--- src/rtl/fsk_symbol_demod_if.sv ---
// ---------------------------------------------------------------------------
// fsk_symbol_demod_if
//   Groups the demodulator's signal-level connections.
//   in          : modulated square wave into the demodulator
//   sym         : confirmed 2-bit symbol
//   sym_valid   : high while a confirmed symbol is held
//   sym_strobe  : one-cycle pulse when sym is loaded with a new/changed value
//   err         : one-cycle pulse on an out-of-range period or a timeout
//   master : the side that drives in and observes the symbol outputs
//   slave  : the demodulator itself
// ---------------------------------------------------------------------------
interface fsk_symbol_demod_if;
    logic       in;
    logic [1:0] sym;
    logic       sym_valid;
    logic       sym_strobe;
    logic       err;

    modport master (
        output in,
        input  sym,
        input  sym_valid,
        input  sym_strobe,
        input  err
    );

    modport slave (
        input  in,
        output sym,
        output sym_valid,
        output sym_strobe,
        output err
    );
endinterface

--- src/rtl/fsk_symbol_demod.sv ---
// ---------------------------------------------------------------------------
// fsk_symbol_demod
//   Recovers the 2-bit symbol from the 4-tone divided-clock modulator by
//   measuring the rising-edge-to-rising-edge period of its square wave in clk
//   cycles (2/4/8/16 -> symbol 0/1/2/3). A symbol is confirmed once
//   LOCK_COUNT consecutive periods fall into the same class.
//
//   Ports:
//     clk    : system clock (same clock as the modulator's divider chain)
//     reset  : synchronous, active-low reset
//     bus    : fsk_symbol_demod_if.slave (in, sym, sym_valid, sym_strobe, err)
//
//   Parameters:
//     CNT_W      : period counter width
//     TIMEOUT    : cycles without a rising edge before lock is dropped
//                  (must be < 2**CNT_W)
//     LOCK_COUNT : consecutive same-class periods to confirm a symbol (1..7)
//
//   Build option:
//     FSK_DEMOD_SYNC_EN : when defined, two synchronizer flops precede the
//                         edge detector so an asynchronous 'in' can be used.
//                         Adds 2 cycles of latency; periods are unchanged.
// ---------------------------------------------------------------------------
module fsk_symbol_demod #(
    parameter int CNT_W      = 6,
    parameter int TIMEOUT    = 32,
    parameter int LOCK_COUNT = 3
) (
    input logic               clk,
    input logic               reset,
    fsk_symbol_demod_if.slave bus
);

    typedef enum logic [1:0] {
        IDLE    = 2'd0,
        MEASURE = 2'd1,
        LOCKED  = 2'd2
    } state_t;

    localparam logic [CNT_W-1:0] CNT_MAX   = CNT_W'(TIMEOUT);
    localparam logic [CNT_W-1:0] CNT_ONE   = CNT_W'(1);
    localparam logic [2:0]       MATCH_MAX = 3'(LOCK_COUNT);

    // Saturating period counter increment.
    function automatic logic [CNT_W-1:0] cnt_next(input logic [CNT_W-1:0] c);
        if (c >= CNT_MAX) begin
            return CNT_MAX;
        end
        return c + CNT_ONE;
    endfunction

    // Saturating consecutive-match increment.
    function automatic logic [2:0] match_next(input logic [2:0] m);
        if (m >= MATCH_MAX) begin
            return MATCH_MAX;
        end
        return m + 3'd1;
    endfunction

    // Returns {class_ok, class}. Ranges are centred on the nominal periods
    // so that a jittered edge still lands in the right bin.
    function automatic logic [2:0] classify(input logic [CNT_W-1:0] p);
        int unsigned pv;
        pv = 32'(p);
        if (pv == 32'd2) begin
            return {1'b1, 2'd0};
        end else if (pv >= 32'd3 && pv <= 32'd5) begin
            return {1'b1, 2'd1};
        end else if (pv >= 32'd6 && pv <= 32'd11) begin
            return {1'b1, 2'd2};
        end else if (pv >= 32'd12 && pv <= 32'd23) begin
            return {1'b1, 2'd3};
        end
        return 3'b000;
    endfunction

    state_t           state;
    logic [CNT_W-1:0] cnt;
    logic [2:0]       match;
    logic [1:0]       cand;
    logic             in_d1;
    logic             in_d2;
    logic             in_src;
    logic             rise;

    logic [1:0]       sym_r;
    logic             sym_valid_r;
    logic             sym_strobe_r;
    logic             err_r;

    logic             cls_ok;
    logic [1:0]       cls;
    logic [1:0]       upd_cand;
    logic [2:0]       upd_match;
    logic             hit;

`ifdef FSK_DEMOD_SYNC_EN
    logic in_s1;
    logic in_s2;

    // Input synchronizer
    always_ff @(posedge clk) begin
        if (!reset) begin
            in_s1 <= 1'b0;
            in_s2 <= 1'b0;
        end else begin
            in_s1 <= bus.in;
            in_s2 <= in_s1;
        end
    end

    assign in_src = in_s2;
`else
    assign in_src = bus.in;
`endif

    assign rise = in_d1 & ~in_d2;

    // Candidate/match update for the period ending on this rise.
    always_comb begin
        {cls_ok, cls} = classify(cnt);
        upd_cand  = cand;
        upd_match = 3'd0;
        if (cls_ok) begin
            if (cls == cand && match != 3'd0) begin
                upd_match = match_next(match);
            end else begin
                upd_cand  = cls;
                upd_match = 3'd1;
            end
        end
        hit = cls_ok && (upd_match == MATCH_MAX);
    end

    // Edge detect, period counter and symbol FSM
    always_ff @(posedge clk) begin
        if (!reset) begin
            state        <= IDLE;
            cnt          <= '0;
            match        <= 3'd0;
            cand         <= 2'd0;
            in_d1        <= 1'b0;
            in_d2        <= 1'b0;
            sym_r        <= 2'd0;
            sym_valid_r  <= 1'b0;
            sym_strobe_r <= 1'b0;
            err_r        <= 1'b0;
        end else begin
            in_d1        <= in_src;
            in_d2        <= in_d1;
            cnt          <= rise ? CNT_ONE : cnt_next(cnt);
            sym_strobe_r <= 1'b0;
            err_r        <= 1'b0;

            case (state)
                IDLE: begin
                    // First edge only starts the measurement; there is no
                    // earlier edge to measure a period against.
                    if (rise) begin
                        state <= MEASURE;
                        match <= 3'd0;
                    end
                end

                MEASURE, LOCKED: begin
                    if (rise) begin
                        // A rise coinciding with cnt==TIMEOUT takes priority.
                        cand  <= upd_cand;
                        match <= upd_match;
                        if (!cls_ok) begin
                            err_r <= 1'b1;
                            if (state == LOCKED) begin
                                sym_valid_r <= 1'b0;
                                state       <= MEASURE;
                            end
                        end else if (hit) begin
                            if (state == MEASURE) begin
                                sym_r        <= upd_cand;
                                sym_valid_r  <= 1'b1;
                                sym_strobe_r <= 1'b1;
                                state        <= LOCKED;
                            end else if (upd_cand != sym_r) begin
                                sym_r        <= upd_cand;
                                sym_strobe_r <= 1'b1;
                            end
                        end
                    end else if (cnt == CNT_MAX) begin
                        // Leaving for IDLE makes this a single pulse.
                        err_r       <= 1'b1;
                        sym_valid_r <= 1'b0;
                        match       <= 3'd0;
                        state       <= IDLE;
                    end
                end

                default: begin
                    state <= IDLE;
                end
            endcase
        end
    end

    assign bus.sym        = sym_r;
    assign bus.sym_valid  = sym_valid_r;
    assign bus.sym_strobe = sym_strobe_r;
    assign bus.err        = err_r;

endmodule
--- src/flat_wrapper.sv ---
// flat-port wrapper written by rule: the top's interface ports become plain ports
module fsk_symbol_demod_flat 
#(
    parameter int CNT_W      = 6,
    parameter int TIMEOUT    = 32,
    parameter int LOCK_COUNT = 3
)
  (clk, reset, bus_in, bus_sym, bus_sym_valid, bus_sym_strobe, bus_err);
  fsk_symbol_demod_if bus_i ();
  input logic clk;
  input logic reset;
  input wire logic [$bits(bus_i.in)-1:0] bus_in;
  output wire logic [$bits(bus_i.sym)-1:0] bus_sym;
  output wire logic [$bits(bus_i.sym_valid)-1:0] bus_sym_valid;
  output wire logic [$bits(bus_i.sym_strobe)-1:0] bus_sym_strobe;
  output wire logic [$bits(bus_i.err)-1:0] bus_err;
  assign bus_i.in = bus_in;
  assign bus_sym = bus_i.sym;
  assign bus_sym_valid = bus_i.sym_valid;
  assign bus_sym_strobe = bus_i.sym_strobe;
  assign bus_err = bus_i.err;
  fsk_symbol_demod #(.CNT_W(CNT_W), .TIMEOUT(TIMEOUT), .LOCK_COUNT(LOCK_COUNT)) u_core (.clk(clk), .reset(reset), .bus(bus_i));
endmodule
--- config.mk ---
export PLATFORM = sky130hd
export DESIGN_NAME = fsk_symbol_demod_flat
export DESIGN_NICKNAME = d
export VERILOG_FILES = /design/src/rtl/fsk_symbol_demod_if.sv /design/src/rtl/fsk_symbol_demod.sv /design/src/flat_wrapper.sv
export SDC_FILE = /design/constraint.sdc
export NUM_CORES = 1
export LEC_CHECK = 0
export BUFFER_PORTS_ARGS = -buffer_cell sky130_fd_sc_hd__clkbuf_2
export CELL_PAD_IN_SITES_DETAIL_PLACEMENT = 0
export CELL_PAD_IN_SITES_GLOBAL_PLACEMENT = 1
export CORE_UTILIZATION = 48
export CTS_BUF_LIST = sky130_fd_sc_hd__clkbuf_8
export DETAILED_ROUTE_END_ITERATION = 8
export HOLD_SLACK_MARGIN = 0.06
export MAX_ROUTING_LAYER = met4
export PLACE_DENSITY_LB_ADDON = 0.1
export SETUP_SLACK_MARGIN = 0.05
export SLEW_MARGIN = 20
export SYNTH_ARGS = -nofsm -noshare
export SYNTH_HDL_FRONTEND = slang
export SYNTH_SLANG_ARGS = --single-unit
export TNS_END_PERCENT = 20
--- constraint.sdc ---
create_clock -name clk -period 2.7 [get_ports clk]
set_input_delay 0.54 -clock clk [delete_from_list [all_inputs] [get_ports clk]]
set_output_delay 0.54 -clock clk [all_outputs]
set_load 0.02 [all_outputs]
After elaboration in Yosys (flattened, before gate mapping)
Index checks and enable logic that the tools add are counted.
W data, S select, Z words.
{"block": "word_totals", "regBits": 20, "wordCells": 106, "mem_bits_ro": 0, "mem_count": 0, "latchBits": 0, "mem_bits_rw": 0, "output_inout_bits": 5}
{"block": "op_classes", "mul": 0, "n_addsub": 2, "muxes": 48, "shift": 0, "div_mod_pow": 0, "n_lt_le_gt_ge": 8, "n_reduce_logical": 19, "eq_ne": 15, "n_bitwise": 3}
{"op": "$mux W3", "count": 12}
{"op": "$mux W2", "count": 11}
{"op": "$mux W1", "count": 21}
{"op": "$reduce_and A5 Y1", "count": 4}
{"op": "$mux W6", "count": 2}
{"op": "$ne A4 B4 Y1 const B", "count": 3}
{"op": "$ne A3 B3 Y1 const B", "count": 3}
{"op": "$add A6 B1 Y6 const B", "count": 1}
{"op": "$eq A6 B2 Y1 const B", "count": 1}
{"op": "$eq A6 B6 Y1 const B", "count": 1}
{"op": "$ge A6 B2 Y1 const B", "count": 1}
{"op": "$ge A6 B3 Y1 const B", "count": 1}
{"op": "$ge A6 B4 Y1 const B", "count": 1}
{"op": "$ge A6 B6 Y1 const B", "count": 1}
{"op": "$le A6 B3 Y1 const B", "count": 1}
{"op": "$le A6 B4 Y1 const B", "count": 1}
{"op": "$le A6 B5 Y1 const B", "count": 1}
{"op": "$pmux W3 S2", "count": 1}
{"op": "$reduce_bool A2 Y1", "count": 3}
{"op": "$logic_and A1 B1 Y1", "count": 5}
{"op": "$pmux W2 S2", "count": 1}
{"op": "$reduce_and A2 Y1", "count": 2}
{"op": "$reduce_or A2 Y1", "count": 2}
{"op": "$add A3 B1 Y3 const B", "count": 1}
{"op": "other kinds (13)", "count": 14}

Depth between registers and ports, before layout
{"block": "logic_depth", "word_depth": 20, "depth_mapped": 8, "mapped_depth_nobuf": 8}

Worst setup path after synthesis
No wires, ideal clock.
{"block": "synth_timing", "path_type": "reg-to-reg", "startpoint": "reg u_core.cnt[1]", "endpoint": "reg u_core.state[0]", "t_required_ns": 2.605, "synth_period_minus_slack_ns": 2.405, "setup_slack_ns": 0.295, "t_arrival_ns": 2.310, "stages_incl_launch_ff": 8, "path_buffers": 0, "setup_time_ns": 0.095, "cell_sequence": "dfxtp_1 > ha_1 > and3b_2 > o32ai_2 > or3_1 > a211o_1 > or4_1 > o311ai_1"}
{"block": "synth_via", "elab_chain_cells": 15, "elab_cells_between_ends": 33, "cone_classes": "order compare (6); eq/ne (8); mux (13); reduce/logical (6)"}
{"item": "from (decl)", "line": "fsk_symbol_demod.sv:78", "text": "logic [CNT_W-1:0] cnt;"}
{"item": "from (signal assigned)", "line": "fsk_symbol_demod.sv:151", "text": "cnt <= rise ? CNT_ONE : cnt_next(cnt);"}
{"item": "$ge A6 B4 Y1 or $le A6 B5 Y1 (tied branches)", "line": "fsk_symbol_demod.sv:71", "text": "end else if (pv >= 32'd12 && pv <= 32'd23) begin"}
{"item": "$logic_and A1 B1 Y1", "line": "fsk_symbol_demod.sv:71"}
{"item": "$mux W1", "line": "fsk_symbol_demod.sv:71"}
{"item": "$mux W1", "line": "fsk_symbol_demod.sv:69", "text": "end else if (pv >= 32'd6 && pv <= 32'd11) begin"}
{"item": "$mux W1", "line": "fsk_symbol_demod.sv:67", "text": "end else if (pv >= 32'd3 && pv <= 32'd5) begin"}
{"item": "$mux W1", "line": "fsk_symbol_demod.sv:65", "text": "if (pv == 32'd2) begin"}
{"item": "$mux W3", "line": "fsk_symbol_demod.sv:74", "text": "return 3'b000;"}
{"item": "$eq A2 B2 Y1", "line": "fsk_symbol_demod.sv:125", "text": "if (cls == cand && match != 3'd0) begin"}
{"item": "$logic_and A1 B1 Y1", "line": "fsk_symbol_demod.sv:125"}
{"item": "$mux W3", "line": "fsk_symbol_demod.sv:125"}
{"item": "$mux W3", "line": "fsk_symbol_demod.sv:124", "text": "if (cls_ok) begin"}
{"item": "$eq A3 B2 Y1", "line": "fsk_symbol_demod.sv:132", "text": "hit = cls_ok && (upd_match == MATCH_MAX);"}
{"item": "$logic_and A1 B1 Y1", "line": "fsk_symbol_demod.sv:132"}
{"item": "$ne A4 B4 Y1 (no source line)"}
{"item": "$reduce_and A5 Y1 (no source line)"}
{"item": "to (signal assigned)", "line": "fsk_symbol_demod.sv:138", "text": "state <= IDLE;"}
{"item": "to (signal assigned)", "line": "fsk_symbol_demod.sv:160", "text": "state <= MEASURE;"}
{"item": "to (signal assigned)", "line": "fsk_symbol_demod.sv:174", "text": "state <= MEASURE;"}
{"item": "to (decl)", "line": "fsk_symbol_demod.sv:77", "text": "state_t state;"}
Parallel ways exist; a longest one is shown, timed or not.
A chain may end at the register's enable or synchronous reset.

Worst setup path after layout
Same ends and word-level chain as after synthesis.

==> results.yml <==
timing:
  slew_headroom_pct: 67.3
  rsz0062_at_grt: "no"
  min_period_ns: 2.49
  setup_viol: 0
  timing.final.crit_share_pct: 92.2
  fin_tns_setup_ns: 0
  tightest_slew_ns: 0.490
  hold_viol_final: 0
  slew_violations: 0
  max_freq_mhz: 402
  fin_skew_ns: 0.00881
  fin_hold_ws_ns: 0.477
synth:
  syn-instance-count: 173
  synthTopCellsByArea: "dfxtp_1, ha_1, nor2_1"
  ys_seq_area_share_pct: 26.8
  synth_seq_cells: 20
  yosysTopAreaCell: "dfxtp_1"
  avgSynthCellArea_um2: 8.62
  synth_edf_count: 0
  yosys_most_used_dff: "dfxtp_1"
  synth_area_um2: 1490
  synth_cell_types: 49
  synth_nets: 189
  synth.top_cell.area_share_pct: 26.8
  async_flop_share_pct: 0
  ys.warnings.count: 0
outcome:
  violations: "DRC"
  status: "finished, violations left"
clock_network:
  cts_buffers: 3
  hold_buffers: 0
  cts_buffer_depth: 2
  cts_tree: "done"
  clk_pin_slew_worst_paths_ns: 0.08
  cts_root_buf: "clkbuf_8"
  cts_max_level: 1
  post_cts_buffers: 0
  cts.sinks: 20
  clk_latency_ns: 0.26
pwr:
  power_density_nw_per_um2: 430
  netSwitchingFraction_pct: 30.9
  p_comb_share_pct: 25.0
  p_sw_uw: 212
  power_leakage_nw: 0.657
  ir_drop_uv: 245
  power_frac_clock_pct: 28.6
  seqPwrFrac_pct: 46.5
  internal_power_uw: 475
cells_and_area:
  drive_above_1_share_pct: 18.7
  layout.nets: 200
  layoutNonFillerInstCount: 213
  area.growth.synth_to_final_pct: 7.30
  n_antenna_cell: 0
  fillers: 270
  final_cell_mix: "nor2_1, dfxtp_1, inv_1, nor3_1, ha_1"
  regArea_um2: 404
  multiInputGateArea_um2: 998
placed_design:
  place_congestion: 0.835
  dp_cells: 210
  io_buffers: 7
  dpl.hpwl_mm: 2.42
global_route:
  antenna_found_initial: 0
  met1_usage_pct: 29.5
  grt_pass1_wl_mm: 5.49
  first_global_vias: 1175
  top_usage_layer: "met2"
  use_met3_pct: 2.68
  grt_usage_pct: 22.0
  grt_max_degree: 16
  met2_usage_pct: 34.6
  grt.overflow.total: 0
worst_setup_path:
  path_max_fanout: 8
  critPathLaunchType: "register"
  end_kind: "register"
  worstPathArrival_ns: 2.66
  critical_path_class: "register to register"
  cp.required_ns: 2.87
floorplan:
  die_w_um: 57.7
  rows: 19
  dieArea_um2: 3330
  io_pins: 8
  core-area_um2: 2850
  die_h_um: 57.7
  start_util_pct: 52.3
drt:
  drtIter0Drc: 61
  antenna_left: 0
  vias_per_cell: 6.01
  first_pass_iters: 6
  vias: 1280
  wl_per_cell_um: 15.0
  drc: 1
  routed_wirelength_mm: 3.19
hold_path:
  hold_class: "primary input to register"
run:
  maxCapViolations: 0
## power by group through the flow
stage	clock network [mW]	logic (mW)	registers, mW
after floorplan	0	0.128	0.321
after global placement	0	0.168	0.325
after detailed placement	0	0.170	0.326
after CTS	0.205	0.170	0.319
after global routing	0.214	0.192	0.322
final	0.196	0.172	0.319
## synth_stat cells, types with 2 or more instances
library cell / count
ha_1: 13
nand2_1: 8
nor3_1: 12
xnor2_1: 3
nand4_1: 2
xor2_1: 2
buf_6: 4
o21a_1: 3
a211o_1: 2
or3_1: 4
inv_1: 12
a31oi_1: 6
and3b_2: 2
a211oi_1: 4
o21ai_0: 4
and3_1: 2
nand3_1: 3
or4_1: 2
a21oi_1: 10
and4b_1: 2
dfxtp_1: 20
nor4_1: 4
nor2_1: 17
and2_1: 3
nor3_2: 3
o31ai_1: 3
## area by class of cell
class,count,area share [%]
clock buffers,3,2.58
repair buffers,12,4.53
multi-input cells,135,62.4
inverters,12,2.81
well taps,31,2.42
flip-flops and latches,20,25.3
## critical path, cell delays in order, from the launching register on
cell,delay (ns)
dfxtp_2,0.39
ha_2,0.26
and3b_2,0.22
o32ai_2,0.14
or3_1,0.42
a211o_1,0.34
or4_1,0.53
o311ai_1,0.09
## flip-flops by register name, indices dropped and copies added, names as in the netlist
name,cells
u_core.cnt,6
u_core.in_d2,1
u_core.state,2
u_core.in_d1,1
u_core.bus.sym_valid,1
u_core.bus.sym_strobe,1
u_core.bus.err,1
u_core.bus.sym,2
u_core.match,3
u_core.cand,2
## path summary, 6_finish.rpt
check                           slack, ns  cells after the start              end     startpoint
worst min-delay path                 0.48                      2     u_core.in_d1         bus_in
worst max register to register       0.21                      7  u_core.state[0]  u_core.cnt[1]
worst max-delay path                 0.21                      7  u_core.state[0]  u_core.cnt[1]
worst min register to register       0.48                      1     u_core.in_d2   u_core.in_d1
## what timing repair did
action                     CTS  global route
gates resized for setup      1             4
pin swaps                    0             1
setup endpoints to repair    1             3
hold endpoints to repair     0             0
## stage by stage
| stage | setup slack [ns] | util [%] | power (mW) | area, um2 |
|---|---|---|---|---|
| detailed placement | 0.0556 | 54.2 | 0.495 | 1550 |
| global route | 0.0959 | 56.1 | 0.728 | 1600 |
| finish | 0.212 | 56.1 | 0.688 | 1600 |
| floorplan | 0.295 | - | 0.449 | 1490 |
| global placement | 0.146 | 54.2 | 0.493 | 1550 |
| CTS | 0.0967 | 55.7 | 0.694 | 1590 |
## per-layer routing
metal  wire length (um)  part of all wire, %
met1               1600                   50
met3                 79                  2.5
met2               1460                   46
met4                 42                  1.3
met5                  0                    0
## kinds of logic after synthesis
kind of cell,share of synthesized area (%)
buffers and inverters,6.79
multiplexers,0.755
AND/OR/NAND/NOR,31.7
flip-flops,26.8
adder cells (fa/ha/maj),10.9
XOR/XNOR,2.94
AO/OA/AOI/OAI,20.1
Note: power is estimated with default switching activity, not from simulation.
